--- src/rtl/serial_paralelo_rx.sv ---
// Serial-to-parallel receiver with comma-based byte alignment and lock detection.
// Bytes arrive MSB first. After lock, non-comma and non-idle bytes are presented on data_out.
module serial_paralelo_rx #(
    parameter logic [7:0]  COM          = 8'hBC,
    parameter logic [7:0]  IDL          = 8'h7C,
    parameter int unsigned ACTIVE_COUNT = 4
) (
    input  logic       clk,
    input  logic       reset,
    input  logic       data_in,
    output logic [7:0] data_out,
    output logic       valid_out,
    output logic       active,
    output logic       byte_strobe
);

    typedef enum logic [1:0] {StSearch, StAligned, StActive} state_e;

    localparam logic [2:0] ActiveCnt = 3'(ACTIVE_COUNT);

    state_e     state_q, state_d;
    // Only seven bits of history are needed: the eighth bit is the live input.
    logic [6:0] shift_q;
    logic [2:0] bit_cnt_q, bit_cnt_d;
    logic [2:0] com_cnt_q, com_cnt_d;
    logic [7:0] data_q, data_d;
    logic       valid_q, valid_d;
    logic       active_q, active_d;
    logic       strobe_q, strobe_d;
    logic [7:0] window;
    logic       boundary;

    assign window   = {shift_q, data_in};
    assign boundary = (bit_cnt_q == 3'd7);

    always_comb begin
        state_d   = state_q;
        bit_cnt_d = bit_cnt_q;
        com_cnt_d = com_cnt_q;
        data_d    = data_q;
        valid_d   = 1'b0;
        strobe_d  = 1'b0;
        active_d  = active_q;

        unique case (state_q)
            StSearch: begin
                if (window == COM) begin
                    bit_cnt_d = 3'd0;
                    com_cnt_d = 3'd1;
                    if (ACTIVE_COUNT > 1) begin
                        state_d = StAligned;
                    end else begin
                        state_d  = StActive;
                        active_d = 1'b1;
                    end
                end
            end
            StAligned: begin
                bit_cnt_d = bit_cnt_q + 3'd1;
                if (boundary) begin
                    if (window == COM) begin
                        com_cnt_d = com_cnt_q + 3'd1;
                        if (com_cnt_d == ActiveCnt) begin
                            state_d  = StActive;
                            active_d = 1'b1;
                        end
                    end else begin
                        // Lost alignment; the next COM match is evaluated on the following edge.
                        state_d   = StSearch;
                        com_cnt_d = 3'd0;
                    end
                end
            end
            StActive: begin
                bit_cnt_d = bit_cnt_q + 3'd1;
                if (boundary) begin
                    strobe_d = 1'b1;
                    if (window != COM && window != IDL) begin
                        data_d  = window;
                        valid_d = 1'b1;
                    end
                end
            end
            default: begin
                state_d = StSearch;
            end
        endcase
    end

    always_ff @(posedge clk or negedge reset) begin
        if (!reset) begin
            state_q   <= StSearch;
            shift_q   <= 7'd0;
            bit_cnt_q <= 3'd0;
            com_cnt_q <= 3'd0;
            data_q    <= 8'h00;
            valid_q   <= 1'b0;
            active_q  <= 1'b0;
            strobe_q  <= 1'b0;
        end else begin
            state_q   <= state_d;
            shift_q   <= window[6:0];
            bit_cnt_q <= bit_cnt_d;
            com_cnt_q <= com_cnt_d;
            data_q    <= data_d;
            valid_q   <= valid_d;
            active_q  <= active_d;
            strobe_q  <= strobe_d;
        end
    end

    assign data_out    = data_q;
    assign valid_out   = valid_q;
    assign active      = active_q;
    assign byte_strobe = strobe_q;

endmodule

--- config.mk ---
export PLATFORM = sky130hd
export DESIGN_NAME = serial_paralelo_rx
export DESIGN_NICKNAME = d
export VERILOG_FILES = /design/src/rtl/serial_paralelo_rx.sv
export SDC_FILE = /design/constraint.sdc
export NUM_CORES = 1
export LEC_CHECK = 0
export ABC_AREA = 1
export CAP_MARGIN = 20
export CORE_UTILIZATION = 48
export CTS_BUF_LIST = sky130_fd_sc_hd__clkbuf_4 sky130_fd_sc_hd__clkbuf_8
export CTS_CLUSTER_DIAMETER = 30
export DETAILED_ROUTE_END_ITERATION = 10
export PLACE_DENSITY = 0.7
export SYNTH_ARGS = -nofsm -noshare
export SYNTH_HDL_FRONTEND = slang
export SYNTH_SLANG_ARGS = --single-unit
--- constraint.sdc ---
create_clock -name clk -period 4.3 [get_ports clk]
set_input_delay 0.645 -clock clk [delete_from_list [all_inputs] [get_ports clk]]
set_output_delay 0.645 -clock clk [all_outputs]
set_load 0.01 [all_outputs]
==> results of run 1 <==
==> worst paths after layout <==
kind                                to  cells past startpoint         start
max in group asynchronous  data_out[1]                      2         reset
min in group asynchronous  byte_strobe                      1         reset
max reg2reg                data_out[5]                      8  bit_cnt_q[0]
min                         shift_q[4]                      0    shift_q[3]
max                             active                      1        active
min reg2reg                 shift_q[4]                      0    shift_q[3]
==> power breakdown <==
group	switching (mW)	internal [mW]	total (mW)
Combinational	0.0989	0.0587	0.158
Sequential	0.0180	0.270	0.288
Clock	0.0684	0.0942	0.163
Total	0.185	0.422	0.608
==> kinds of logic (layout without fill, tap and decap cells) <==
family | after synthesis | count (layout) | synth area share
AOI/OAI and AO/OA | 11 | 11 | 0.07280
buffers and inverters | 16 | 33 | 0.05460
DFF | 26 | 26 | 0.5258
adders and majority gates | 8 | 8 | 0.08089
and+or+nand+nor | 65 | 65 | 0.2659
==> stage by stage <==
step / area, µm² / setup slack (ps) / hold WS, ps / instances
CTS: 1474 / 2400 / 423.7 / 173
finish: 1474 / 2420 / 418.3 / 173
detailed placement: 1421 / 2244 / 393.8 / 169
floorplan: 1237 / 2865 / 349.4 / 126
global placement: 1394 / 2286 / 385.1 / 168
global route: 1474 / 2340 / 439.4 / 173
==> routing by layer <==
metal / wire [µm] / up-vias / track usage
met5: 0 / - / 0
met4: 20 / 0 / 0.09649
met3: 33 / 2 / 0.03768
met2: 1014 / 9 / 0.3038
met1: 1001 / 417 / 0.2374
li1: - / 436 / -
==> layout make-up <==
class	count	area (µm²)	area share
sequential	26	650.6	0.4414
multi-input combinational	84	519.2	0.3523
timing repair buffer	14	157.7	0.1070
inverter	15	56.30	0.03820
tap	30	37.54	0.02547
clock inverter	1	30.03	0.02037
clock buffer	3	22.52	0.01528
==> sequential cells by signal (all words and copies together), names as in the netlist <==
name,cells
data_out,8
shift_q,7
bit_cnt_q,3
com_cnt_q,3
state_q,2
active,1
byte_strobe,1
valid_out,1
==> Yosys cell counts <==
cell      instances  area share
ha_1              8       0.081
buf_6             1      0.0091
inv_1            12       0.036
o21ai_2           4       0.028
nand2_2           4       0.020
nand4_2           1       0.010
nor2_1            6       0.018
nand3_4           1       0.014
inv_2             3      0.0091
o21bai_1          2       0.012
a31o_2            1      0.0071
nand2_1          36        0.11
o21ai_0           2      0.0081
nand2_4           2       0.018
nor2_4            2       0.018
o21ai_1           1      0.0040
dfrtp_1          26        0.53
a21oi_4           1       0.013
nand4_1           3       0.015
nand3_1           8       0.032
or2_2             2       0.010
==> flow_metrics.tcl, run 1 <==
set metrics [dict create \
    status "complete, no violations" \
    setup-tns-final_ps 0 \
    start_util 0.5041 \
    grt_max_degree 18 \
    nFillCells 212 \
    rsz0062_at_grt "no" \
    die_w_um 52.78 \
    cp_data_required_time_ps 3650 \
    cts_made_buffers 3 \
    dieArea_um2 2785 \
    syn_inst 126 \
    cts_setup_buffers 0 \
    crit_path_cell_trace "clkdlybuf4s50_1" \
    clk_pin_slew_ps 130 \
    clk_latency_ps 310 \
    synth-seq-cells 26 \
    max_freq_mhz 531.9 \
    slew_headroom 0.6203 \
    dpl.hpwl_um 1596 \
    setup_viol 0 \
    die_h_um 52.78 \
    criticalPathCategory "flip-flop to output pin" \
    tightest_slew_ps 567.8 \
    rows 18 \
    critical-path-slowest-cell "clkdlybuf4s50_1" \
    worst_setup_path_start_kind "flip-flop" \
    crit_path_end_kind "output pin" \
    finalCriticalPeriod_ps 1880 \
    synth.avg_cell_area_um2 9.821 \
    drtAntennaViolNets 0 \
    vias_per_cell 4.994 \
    netlist_area_um2 1237 \
    fin_util 0.6004 \
    grt_pass1_wl_um 3657 \
    cp_max_fo 2 \
    core_um2 2455 \
    gr-usage-all-layers 0.1884 \
    slew_viol_final 0 \
    finalClockSkew_ps 4.296 \
    ir_drop_mv 0.3446 \
    wl_per_cell_um 11.97 \
    place_congestion 0.7678 \
    power.leakage_nw 0.7747 \
    drt_wl_total_um 2070 \
    syn_nets 137 \
    final_hold_viol_count 0 \
    final_common_cell "nand2_1" \
    hp-class "flip-flop to flip-flop" \
    via_count 864 \
    root_buffer "clkbuf_4" \
    grt_pass1_vias 869 \
    cts_sinks 26 \
    fin_crit_sh 0.4372 \
    cpLargestDelayFamily "buffers and inverters" \
    antenna_cells 0 \
    drtIter0Drc 16 \
    rrSetupSlack_ps 2780 \
    p_per_area_nw_per_um2 412.4 \
    cts_tree "built" \
    synth.distinct_cells 21 \
    yosysWarnings 0 \
    arrival_ps 1240 \
    first_pass_iters 4 \
    ioPinCount 14 \
    cts.path.max_buffers 2 \
    path_buf_inv 1 \
    antenna_found_initial 0 \
    mostFrequentLayoutCells "nand2_1 (36), dfrtp_1 (26), clkdlybuf4s50_1 (13)" \
    post_cts_resized 0 \
    cts_hold_buf 0 \
    io_buffers 13 \
    critPathMaxStageDelay_ps 540 \
    ys_seq_area_frac 0.5258 \
    fin_total_pwr_uw 607.8 \
    h-tree-depth 1 \
    drc 0 \
    nNetsFinal 155 \
    drive_above_1_share 0.1818 \
    max_cap_viol_count 0 \
    area_delta_synth_final_pct 19.11 \
    overflow 0 \
]
(Power assumes the default switching activity.)
==> inputs of run 2 (changes only) <==
--- a/config.mk
+++ b/config.mk
@@ -11,7 +11,7 @@
 export CTS_BUF_LIST = sky130_fd_sc_hd__clkbuf_4 sky130_fd_sc_hd__clkbuf_8
 export CTS_CLUSTER_DIAMETER = 30
 export DETAILED_ROUTE_END_ITERATION = 10
-export PLACE_DENSITY = 0.7
+export PLACE_DENSITY = 0.73
 export SYNTH_ARGS = -nofsm -noshare
 export SYNTH_HDL_FRONTEND = slang
 export SYNTH_SLANG_ARGS = --single-unit
==> constraint.sdc (replaced) <==
create_clock -name clk -period 1.52 [get_ports clk]
set_input_delay 0.228 -clock clk [delete_from_list [all_inputs] [get_ports clk]]
set_output_delay 0.228 -clock clk [all_outputs]
set_load 0.01 [all_outputs]
==> run 2 against run 1 <==
Design area grew 3.1%. Global-route usage shrank 0.65 points. Non-clock buffer count grew 5. Die area is the same. Combinational power grew to 3.1 times the previous value. Sequential power grew to 2.8 times the previous value. Cell count grew 3.5%. Clock power grew to 2.9 times the previous value. Setup slack lost 2400 ps. Critical path type unchanged. Critical endpoint is now data_out[0]. Largest cell class unchanged. Largest power group unchanged. Highest routed layer unchanged.
==> flow_metrics.tcl, run 2 (synthesized netlist as in run 1, its figures left out) <==
set metrics [dict create \
    status "complete, no violations" \
    switchingPower_uw 542.7 \
    clk_pin_slew_ps 140 \
    place_inst 174 \
    grt_pass1_vias 887 \
    grt_max_degree 27 \
    p_per_area_nw_per_um2 1166 \
    core_um2 2455 \
    setup_viol 0 \
    ff_latch_area_um2 650.6 \
    cp_max_fo 2 \
    vias_per_cell 5.073 \
    finalClockSkew_ps 6.936 \
    root_buffer "clkbuf_4" \
    antenna_cells 0 \
    cp_data_required_time_ps 1290 \
    cts_made_buffers 3 \
    final_hold_viol_count 0 \
    crit_path_cell_trace "clkdlybuf4s50_1" \
    critical-path-slowest-cell "clkdlybuf4s50_1" \
    nFillCells 212 \
    fin_util 0.6188 \
    first_pass_iters 4 \
    clkPwrFrac 0.265 \
    instances_no_fill 179 \
    ir_drop_mv 0.9808 \
    nNetsFinal 161 \
    start_util 0.5041 \
    drtIter0Drc 15 \
    grt_pass1_wl_um 3643 \
    cts.path.max_buffers 2 \
    slew_headroom 0.7863 \
    finalCriticalPeriod_ps 1463 \
    tightest_slew_ps 320.5 \
    clk_latency_ps 320 \
    wl_per_cell_um 11.95 \
    r2r_start "com_cnt_q[1]" \
    antenna_found_initial 0 \
    via_count 908 \
    power.leakage_nw 0.8187 \
    fin_crit_sh 0.9625 \
    intPower_mw 1.229 \
    die_w_um 52.78 \
    worst_setup_path_start_kind "flip-flop" \
    drt_wl_total_um 2139 \
    critPathMaxStageDelay_ps 530 \
    place_congestion 0.8089 \
    ioPinCount 14 \
    rows 18 \
    dieArea_um2 2785 \
    cpLargestDelayFamily "buffers and inverters" \
    slew_viol_final 0 \
    r2r_end "active" \
    r2r.worst_path.cells 5 \
    cts_sinks 26 \
    mostFrequentLayoutCells "nand2_1 (36), dfrtp_1 (26), clkdlybuf4s50_1 (11)" \
    path_buf_inv 1 \
    arrival_ps 1240 \
    cts_hold_buf 0 \
    worst_slack_ps 56.96 \
    crit_path_end_kind "output pin" \
    drc 0 \
    dpl.hpwl_um 1576 \
    die_h_um 52.78 \
    p_seq_frac 0.457 \
    startpoint "data_out[0]" \
    area_delta_synth_final_pct 22.75 \
    rrSetupSlack_ps 110 \
    switching_share 0.3063 \
    post-place-ws_ps -73.88 \
    max_freq_mhz 683.5 \
    gr-usage-all-layers 0.1819 \
    cts_tree "built" \
    drtAntennaViolNets 0 \
    hp-class "input port to async pin" \
    combPwrFrac 0.278 \
    final_common_cell "nand2_1" \
    drive_above_1_share 0.2550 \
    largest_reg_flops 8 \
    max_cap_viol_count 0 \
    overflow 0 \
    h-tree-depth 1 \
    multi_input_area_um2 541.8 \
    io_buffers 13 \
    criticalPathCategory "flip-flop to output pin" \
]
[run 2: cell count changes in the layout (fill, tap and decap cells not counted), moves of 2 or more]
cell	change
nor2_2	+2
buf_4	+6
nand3_2	+2
inv_1	-2
nor2_1	-2
clkdlybuf4s50_1	-2
dlymetal6s2s_1	+2
inv_2	+2
[run 2: per-layer routing]
metal  GRT usage  vias up  wire length (µm)
met2      0.2996       21              1044
met5           0        -                 0
met4     0.09211        0                54
met3     0.02609        8                78
li1            -      449                 -
met1      0.2305      430               962
[run 2: cell type report]
class | instances | share of cell area
flip-flops and latches | 26 | 0.4283
multi-input cells | 85 | 0.3567
repair buffers | 19 | 0.1186
inverters | 15 | 0.03707
well taps | 30 | 0.02471
clock inverters | 1 | 0.01977
clock buffers | 3 | 0.01483
[run 2: worst max-delay path by stage]
stage | end | cells after the start
3_3_place_gp | data_out[2] | 9
2_1_floorplan | active | 5
4_1_cts | data_out[4] | 8
5_1_grt | data_out[1] | 7
3_5_place_dp | data_out[4] | 9
6_report | data_out[0] | 1
[run 2: power groups by stage]
stage                     logic (mW)  clock network [mW]  registers [mW]
final                          0.493               0.470           0.810
after CTS                      0.487               0.484           0.811
after floorplan                0.344                   0           0.816
after global routing           0.568               0.507           0.823
after global placement         0.462                   0           0.816
after detailed placement       0.481                   0           0.824
[run 2: repair_timing]
action,CTS,global route
setup endpoints to repair,4,11
cloned,0,1
gates resized for setup,0,9
pin swaps,1,2
buffers inserted,0,0
hold endpoints to repair,0,0
[run 2: through the flow]
step           setup TNS, ps  power [mW]  hold slack [ps]  cell area [µm²]
6_report                   0       1.772            245.3             1519
5_1_grt               -2.554       1.898            278.9             1519
4_1_cts                    0       1.782            248.5             1491
3_5_place_dp          -380.7       1.305            390.0             1439
3_3_place_gp          -141.1       1.278            388.3             1439
2_1_floorplan              0       1.160           -67.59             1237
==> inputs of run 3 (changes only) <==
--- a/config.mk
+++ b/config.mk
@@ -7,6 +7,7 @@
 export LEC_CHECK = 0
 export ABC_AREA = 1
 export CAP_MARGIN = 20
+export CORE_MARGIN = 2
 export CORE_UTILIZATION = 48
 export CTS_BUF_LIST = sky130_fd_sc_hd__clkbuf_4 sky130_fd_sc_hd__clkbuf_8
 export CTS_CLUSTER_DIAMETER = 30
==> run 3 against run 2 <==
Critical path depth is the same. Combinational power is essentially flat. Register-to-register slack worse by 30 ps. Flip-flop and latch count unchanged. Design area rose by 0.66%. Global-route usage is 2.3 points lower. Sequential power fell by 0.5%. Clock power about the same. Largest power group unchanged. Sequential share of layout area fell by 0.28 points. Routed wire length grew 0.98%.
==> flow_metrics.tcl, run 3 (synthesized netlist as in run 1, its figures left out) <==
set metrics [dict create \
    arrival_ps 1240 \
    tightest_slew_ps 322.8 \
    drc 0 \
    setup_viol 0 \
    first_pass_iters 4 \
    finalCriticalPeriod_ps 1472 \
    fin_crit_sh 0.9682 \
    worst_setup_path_start_kind "flip-flop" \
    root_buffer "clkbuf_4" \
    cts_hold_buf 0 \
    critPathMaxStageDelay_ps 540 \
    crit_path_end_kind "output pin" \
    cts_made_buffers 3 \
    rsz0062_at_grt "no" \
    cts_sinks 26 \
    crit_path_cell_trace "clkdlybuf4s50_1" \
    gr-usage-all-layers 0.1589 \
    antenna_cells 0 \
    startpoint "data_out[1]" \
    dieArea_um2 3000 \
    p_seq_frac 0.455 \
    cts.path.max_buffers 2 \
    start_util 0.5041 \
    largest_reg_flops 8 \
    drive_above_1_share 0.2517 \
    max_cap_viol_count 0 \
    ir_drop_mv 0.9657 \
    combPwrFrac 0.280 \
    clk_pin_slew_ps 140 \
    grt_pass1_wl_um 3360 \
    intPower_mw 1.228 \
    status "complete, no violations" \
    io_buffers 13 \
    dpl.hpwl_um 1549 \
    fin_total_pwr_mw 1.773 \
    switching_share 0.3071 \
    drtAntennaViolNets 0 \
    final_hold_viol_count 0 \
    via_count 887 \
    mostFrequentLayoutCells "nand2_1 (36), dfrtp_1 (26), clkdlybuf4s50_1 (12)" \
    die_h_um 54.78 \
    criticalPathCategory "flip-flop to output pin" \
    grt_pass1_vias 824 \
    antenna_found_initial 0 \
    max_freq_mhz 679.5 \
    overflow 0 \
    finalClockSkew_ps 7.347 \
    wl_per_cell_um 11.93 \
    die_w_um 54.78 \
    cp_max_fo 2 \
    power.leakage_nw 0.8167 \
    cp_data_required_time_ps 1290 \
    p_per_area_nw_per_um2 1159 \
    clk_latency_ps 320 \
    switchingPower_uw 544.5 \
    drt_wl_total_um 2160 \
    drtIter0Drc 7 \
    nNetsFinal 163 \
    place_congestion 0.8310 \
    vias_per_cell 4.901 \
    grt_max_degree 27 \
    cpLargestDelayFamily "buffers and inverters" \
    h-tree-depth 1 \
    clkPwrFrac 0.265 \
    path_buf_inv 1 \
    r2r_start "com_cnt_q[0]" \
    rows 18 \
    setup-tns-final_ps 0 \
    slew_viol_final 0 \
    final_common_cell "nand2_1" \
    hp-class "input port to async pin" \
    cts_tree "built" \
    slew_headroom 0.7848 \
    critical-path-slowest-cell "clkdlybuf4s50_1" \
    core_um2 2455 \
    area_delta_synth_final_pct 23.56 \
    ioPinCount 14 \
]
==> run 3: path summary, 6_finish.rpt <==
check	endpoint	slack [ps]	depth (start not counted)
max in group asynchronous	data_out[7]	1030	2
worst max register to register	state_q[0]	80	7
worst min-delay path	data_out[0]	240	2
worst min register to register	shift_q[4]	430	0
worst max-delay path	data_out[1]	50	1
min in group clk	shift_q[4]	430	0
==> run 3: layer usage <==
layer / GRT usage / up-vias / share of wire
met3: 0.02459 / 4 / 0.019
met4: 0.07500 / 0 / 0.015
met5: 0 / - / 0
met2: 0.2659 / 9 / 0.51
li1: - / 452 / -
met1: 0.1996 / 422 / 0.46
==> run 3: cell type report <==
cell class                      instances  area [µm²]
Clock inverter                          1       30.03
Fill cell                             197       925.9
Clock buffer                            3       22.52
Inverter                               15       56.30
Timing Repair Buffer                   21       192.7
Sequential cell                        26       650.6
Tap cell                               30       37.54
Multi-Input combinational cell         85       539.3
==> run 3: timing repair <==
item | in CTS | in global routing
setup endpoints to repair | 0 | 8
gates resized for setup | 0 | 5
setup buffers | 0 | 2
==> run 3: through the flow <==
stage	hold WS (ps)	std cells	area, µm²	setup WS, ps	utilization
detailed placement	390.2	174	1439	-44.95	0.5861
CTS	255.5	178	1491	14.76	0.6075
floorplan	-67.59	126	1237	147.4	-
global placement	382.9	174	1439	-49.68	0.5861
global route	279.0	181	1529	2.301	0.6228
finish	238.6	181	1529	48.35	0.6228
==> run 3: power groups by stage <==
stage / sequential (mW) / combinational [mW] / clock, mW
6_report: 0.806 / 0.496 / 0.470
5_1_grt: 0.815 / 0.554 / 0.507
4_1_cts: 0.806 / 0.496 / 0.473
3_5_place_dp: 0.820 / 0.490 / 0
3_3_place_gp: 0.817 / 0.465 / 0
2_1_floorplan: 0.816 / 0.344 / 0
